File: config.mk
export PLATFORM = sky130hd
export DESIGN_NAME = d_reg_arbiter_flat
export DESIGN_NICKNAME = d
export VERILOG_FILES = /design/src/rtl/d_reg_arbiter_if.sv /design/src/rtl/d_reg_arbiter.sv /design/src/flat_wrapper.sv
export SDC_FILE = /design/constraint.sdc
export NUM_CORES = 1
export LEC_CHECK = 0
export ABC_AREA = 1
export CORE_MARGIN = 8
export CORE_UTILIZATION = 43
export DETAILED_ROUTE_END_ITERATION = 10
export GPL_TIMING_DRIVEN = 0
export HOLD_SLACK_MARGIN = 0.15
export PLACE_DENSITY_LB_ADDON = 0.25
export SLEW_MARGIN = 20
export SYNTH_ARGS = -nofsm -noshare
export SYNTH_HDL_FRONTEND = slang
export SYNTH_SLANG_ARGS = --single-unit
File: constraint.sdc
create_clock -name C -period 2.2 [get_ports C]
set_clock_uncertainty 0.2 [all_clocks]
set_input_delay 0.44 -clock C [delete_from_list [all_inputs] [get_ports C]]
set_output_delay 0.44 -clock C [all_outputs]
set_load 0.02 [all_outputs]
File: src/rtl/d_reg_arbiter_if.sv
// d_reg_arbiter_if: bundles the requester-side and storage-side signals of the
// shared-register write arbiter.
//   REQ   per-requester write request (bit i = requester i)
//   DIN   packed requester data words, requester i on [i*W +: W]
//   GNT   registered one-hot grant
//   Q     shared register contents
//   QV    one-cycle pulse in the cycle after Q is loaded
//   OWNER index of the requester that last loaded Q
// Modports: master = requester/environment side, slave = arbiter side.
interface d_reg_arbiter_if #(
  parameter int N  = 4,
  parameter int W  = 8,
  parameter int LN = 2
);
  logic [N-1:0]   REQ;
  logic [N*W-1:0] DIN;
  logic [N-1:0]   GNT;
  logic [W-1:0]   Q;
  logic           QV;
  logic [LN-1:0]  OWNER;

  modport master (output REQ, DIN, input GNT, Q, QV, OWNER);
  modport slave  (input REQ, DIN, output GNT, Q, QV, OWNER);
endinterface

File: src/rtl/d_reg_arbiter.sv
// d_reg_arbiter: round-robin write sequencer sharing one W-bit register
// between N requesters.
//   C    clock, rising edge
//   RN   asynchronous active-low reset
//   bus  d_reg_arbiter_if.slave (REQ, DIN in; GNT, Q, QV, OWNER out)
//
// state | meaning
// IDLE  | no grant active; pick next requester from PTR upward when REQ != 0
// GRANT | one requester granted; load its word into Q on the next edge
module d_reg_arbiter #(
  parameter int N  = 4,
  parameter int W  = 8,
  parameter int LN = 2
) (
  input  logic            C,
  input  logic            RN,
  d_reg_arbiter_if.slave  bus
);

  typedef enum logic {IDLE = 1'b0, GRANT = 1'b1} state_t;

  state_t        state;
  logic [LN-1:0] ptr;
  logic [LN-1:0] win;
  logic [N-1:0]  gnt_r;
  logic [W-1:0]  q_r;
  logic          qv_r;
  logic [LN-1:0] owner_r;

  logic [LN-1:0] sel;
  logic          found;
  logic [LN:0]   idx_sum;
  logic [LN-1:0] idx;
  logic [N-1:0]  sel_onehot;
  logic [W-1:0]  din_sel;
  logic [LN-1:0] ptr_next;

  // Scan upward from ptr, wrapping at N, and take the first active request.
  always_comb begin
    sel     = '0;
    found   = 1'b0;
    idx_sum = '0;
    idx     = '0;
    for (int i = 0; i < N; i++) begin
      idx_sum = {1'b0, ptr} + (LN+1)'(i);
      if (idx_sum >= (LN+1)'(N)) idx_sum = idx_sum - (LN+1)'(N);
      idx = idx_sum[LN-1:0];
      if (!found && bus.REQ[idx]) begin
        found = 1'b1;
        sel   = idx;
      end
    end
  end

  assign sel_onehot = N'(1) << sel;

  // Data comes from the live DIN of the committed winner, so a requester
  // that withdraws during GRANT still has its word captured at that edge.
  always_comb begin
    din_sel = '0;
    for (int i = 0; i < N; i++) begin
      if (win == LN'(i)) din_sel = bus.DIN[i*W +: W];
    end
  end

  assign ptr_next = (win == LN'(N-1)) ? '0 : win + LN'(1);

  always_ff @(posedge C or negedge RN) begin
    if (!RN) begin
      state   <= IDLE;
      ptr     <= '0;
      win     <= '0;
      gnt_r   <= '0;
      q_r     <= '0;
      qv_r    <= 1'b0;
      owner_r <= '0;
    end else begin
      case (state)
        IDLE: begin
          qv_r <= 1'b0;
          if (found) begin
            gnt_r <= sel_onehot;
            win   <= sel;
            state <= GRANT;
          end else begin
            gnt_r <= '0;
          end
        end
        GRANT: begin
          q_r     <= din_sel;
          owner_r <= win;
          qv_r    <= 1'b1;
          ptr     <= ptr_next;
          gnt_r   <= '0;
          state   <= IDLE;
        end
        default: begin
          gnt_r <= '0;
          qv_r  <= 1'b0;
          state <= IDLE;
        end
      endcase
    end
  end

  assign bus.GNT   = gnt_r;
  assign bus.Q     = q_r;
  assign bus.QV    = qv_r;
  assign bus.OWNER = owner_r;

endmodule
File: src/flat_wrapper.sv
// flat-port wrapper written by rule: the top's interface ports become plain ports
module d_reg_arbiter_flat 
#(
  parameter int N  = 4,
  parameter int W  = 8,
  parameter int LN = 2
)
  (C, RN, bus_REQ, bus_DIN, bus_GNT, bus_Q, bus_QV, bus_OWNER);
  d_reg_arbiter_if #(.N(N), .W(W), .LN(LN)) bus_i ();
  input  logic C;
  input  logic RN;
  input wire logic [$bits(bus_i.REQ)-1:0] bus_REQ;
  input wire logic [$bits(bus_i.DIN)-1:0] bus_DIN;
  output wire logic [$bits(bus_i.GNT)-1:0] bus_GNT;
  output wire logic [$bits(bus_i.Q)-1:0] bus_Q;
  output wire logic [$bits(bus_i.QV)-1:0] bus_QV;
  output wire logic [$bits(bus_i.OWNER)-1:0] bus_OWNER;
  assign bus_i.REQ = bus_REQ;
  assign bus_i.DIN = bus_DIN;
  assign bus_GNT = bus_i.GNT;
  assign bus_Q = bus_i.Q;
  assign bus_QV = bus_i.QV;
  assign bus_OWNER = bus_i.OWNER;
  d_reg_arbiter #(.N(N), .W(W), .LN(LN)) u_core (.C(C), .RN(RN), .bus(bus_i));
endmodule
==> results.py <==
metrics = {
    "logic_synthesis": {
        "synth_compound_area_share_pct": 13.1,
        "ys_seq_area_share_pct": 38.4,
        "synth.cell_area_um2": 1310,
        "syn_avg_cell_area_um2": 7.02,
        "synth_seq_cells": 20,
        "synth_cells": 186,
        "synth_top_family_by_area": "simple AND/OR/NAND/NOR gates",
        "synth_top_cell_area_share_pct": 38.4,
        "muxShareOfSynthArea_pct": 0,
        "synth_top_area_cell": "dfrtp_1",
        "synthAdderAreaFrac_pct": 3.84,
        "synth_cell_type_count": 20,
        "ys_warn_count": 0,
        "netlist_top_cells_area": "dfrtp_1 38%, nand2_1 18%, nand3_1 9.6%",
        "yosys.area_share.simple_pct": 37.9,
        "synth_fp_nets": 228,
        "synth_xor_area_share_pct": 0,
    },
    "setup_path": {
        "cp-end-kind": "flop",
        "r2r_start": "u_core.win[1]",
        "crit_path_start_kind": "flop",
        "crit_required_ps": 2170,
        "rrSetupSlack_ps": 220,
        "worstSetupPathType": "reg -> reg",
        "startpoint": "u_core.win[1]",
        "worstPathArrival_ps": 1950,
        "path_max_fanout": 9,
    },
    "power": {
        "p_per_area_nw_per_um2": 1380,
        "power_mw": 2.62,
        "max-vdd-ir-drop_mv": 0.717,
        "leakagePower_nw": 0.885,
    },
    "flow_run": {
        "maxCapViolCount": 0,
    },
    "timing": {
        "max_slew_margin_pct": 42.1,
        "fmax_mhz": 505,
        "fin_tns_setup_ps": 0,
        "fin_crit_sh_pct": 90.0,
        "timing.hold.ws_ps": 258,
        "finalMaxSlewViolations": 0,
        "fin_crit_ps": 1980,
        "rsz0062_at_grt": "false",
        "finalSetupViolCount": 0,
        "finalHoldViolations": 0,
        "worstMarginPinSlew_ps": 865,
    },
    "global_route": {
        "grt_use_met2_pct": 22.1,
        "grt_pass1_wl_um": 6150,
        "grt.busiest_layer": "met2",
        "grt_use_met1_pct": 19.7,
        "globalRouteTotalUtil_pct": 14.7,
        "first_global_vias": 1394,
        "grtUsageMet3_pct": 4.10,
        "grt_max_degree": 21,
        "grt.overflow.total": 0,
        "antenna_found_initial": 0,
    },
    "finish": {
        "num-nets-final": 284,
        "final_cells": 274,
        "layout-drive-gt1-share_pct": 9.13,
        "antenna_cells": 0,
        "nFillCells": 261,
        "area_growth_pct": 45.5,
    },
    "clock_tree": {
        "holdBufCountCts": 0,
        "clock-sinks": 20,
        "cts_buffer_depth": 2,
        "root_buffer": "clkbuf_4",
        "cts_setup_buffers": 0,
        "clk_latency_ps": 290,
        "cts_inserted_buffers": 3,
        "htree_levels": 1,
        "post_cts_resized": 0,
        "clk_pin_slew_ps": 110,
        "cts_tree": "done",
    },
    "floorplan": {
        "rows": 20,
        "io_pins": 53,
        "die_h_um": 71.1,
        "core_um2": 2980,
        "dieArea_um2": 5050,
        "die_w_um": 71.1,
        "initial_core_util_pct": 43.8,
    },
    "placed_design": {
        "port_buffers": 52,
        "dp_hpwl_um": 2820,
        "gp_congestion": 0.863,
        "dp.cells": 271,
    },
    "worst_hold_path": {
        "min_from": "u_core.state",
        "hold_class": "reg -> reg",
    },
    "detailed_routing": {
        "drc": 0,
        "drt_iter0_markers": 81,
        "firstDrtPassIters": 4,
        "wl_um": 3460,
        "vias": 1383,
        "vias_per_cell": 5.05,
        "antenna_left": 0,
        "post_drt_wl_per_cell_um": 12.6,
    },
    "outcome": {
        "status": "finished clean",
    },
}
==> layout by cell type, fill, tap and decap left out, drive strengths merged <==
master | netlist | routed
nor2 | 12 | 12
o211ai | 8 | 8
buf | 1 | 1
o21ai | 12 | 12
nand3 | 26 | 26
inv | 13 | 13
ha | 4 | 4
o22ai | 1 | 1
clkbuf | 7 | 10
dfrtp | 20 | 20
clkdlybuf4s50 | 0 | 52
nand2 | 71 | 71
a21oi | 9 | 9
nand4 | 1 | 1
or2 | 1 | 1
==> path summary, 6_finish.rpt <==
| check | cells past startpoint | to |
|---|---|---|
| setup reg to reg | 8 | u_core.bus.Q[1] |
| hold / removal | 0 | u_core.bus.QV |
| max in group asynchronous | 1 | u_core.bus.Q[7] |
| min in group asynchronous | 1 | u_core.state |
| hold reg to reg | 0 | u_core.bus.QV |
| setup / recovery | 8 | u_core.bus.Q[1] |
==> metal layers <==
metal | wire, um | vias to the layer above
li1 | - | 721
met1 | 1690 | 614
met2 | 1490 | 44
met3 | 225 | 4
met4 | 50 | 0
met5 | 0 | -
==> stage by stage <==
stage                     setup WS, ps  instance area (um^2)  utilization (%)
final                              220                  1900             63.8
after global routing              51.7                  1900             63.8
after CTS                          144                  1900             63.9
after detailed placement           113                  1870             62.7
after global placement             149                  1870             62.7
after floorplan                    513                  1310                -
==> report_power, final <==
part	total [mW]	internal, mW	switching, mW
sequential	0.642	0.536	0.106
clock	0.206	0.101	0.106
combinational	1.78	0.696	1.08
total	2.62	1.33	1.29
==> cell families after synthesis <==
logic type	Yosys count
AOI/OAI and AO/OA	30
and+or+nand+nor	111
adders and majority gates	4
buffers and inverters	21
DFF	20
==> synthesized netlist by cell type, drive strengths merged <==
cell type	count
nor2	12
clkbuf	7
nand2	71
o211ai	8
o21ai	12
buf	1
a21oi	9
dfrtp	20
or2	1
ha	4
nand4	1
o22ai	1
inv	13
nand3	26
==> final cells by class <==
class                           count  area [um^2]  area share, %
Buffer                              7         33.8           1.78
Tap cell                           33         41.3           2.17
Clock buffer                        4         36.3           1.91
Timing Repair Buffer               52          520           27.4
Inverter                           13         51.3           2.70
Sequential cell                    20          500           26.4
Multi-Input combinational cell    145          716           37.7
==> flip-flops by register name, indices dropped and copies added, names as in the netlist <==
signal and cells:
u_core.bus.QV 1, u_core.state 1, u_core.bus.OWNER 2, u_core.bus.Q 8, u_core.bus.GNT 4, u_core.win 2
u_core.ptr 2
==> critical path, cell delays in order (launching register included) <==
cell,delay (ps)
dfrtp_1,430
inv_1,120
ha_1,150
clkbuf_1,320
inv_1,230
nand3_1,110
nand2_1,50
o21ai_0,130
o211ai_1,120
Note: power is estimated with default switching activity, not from simulation.
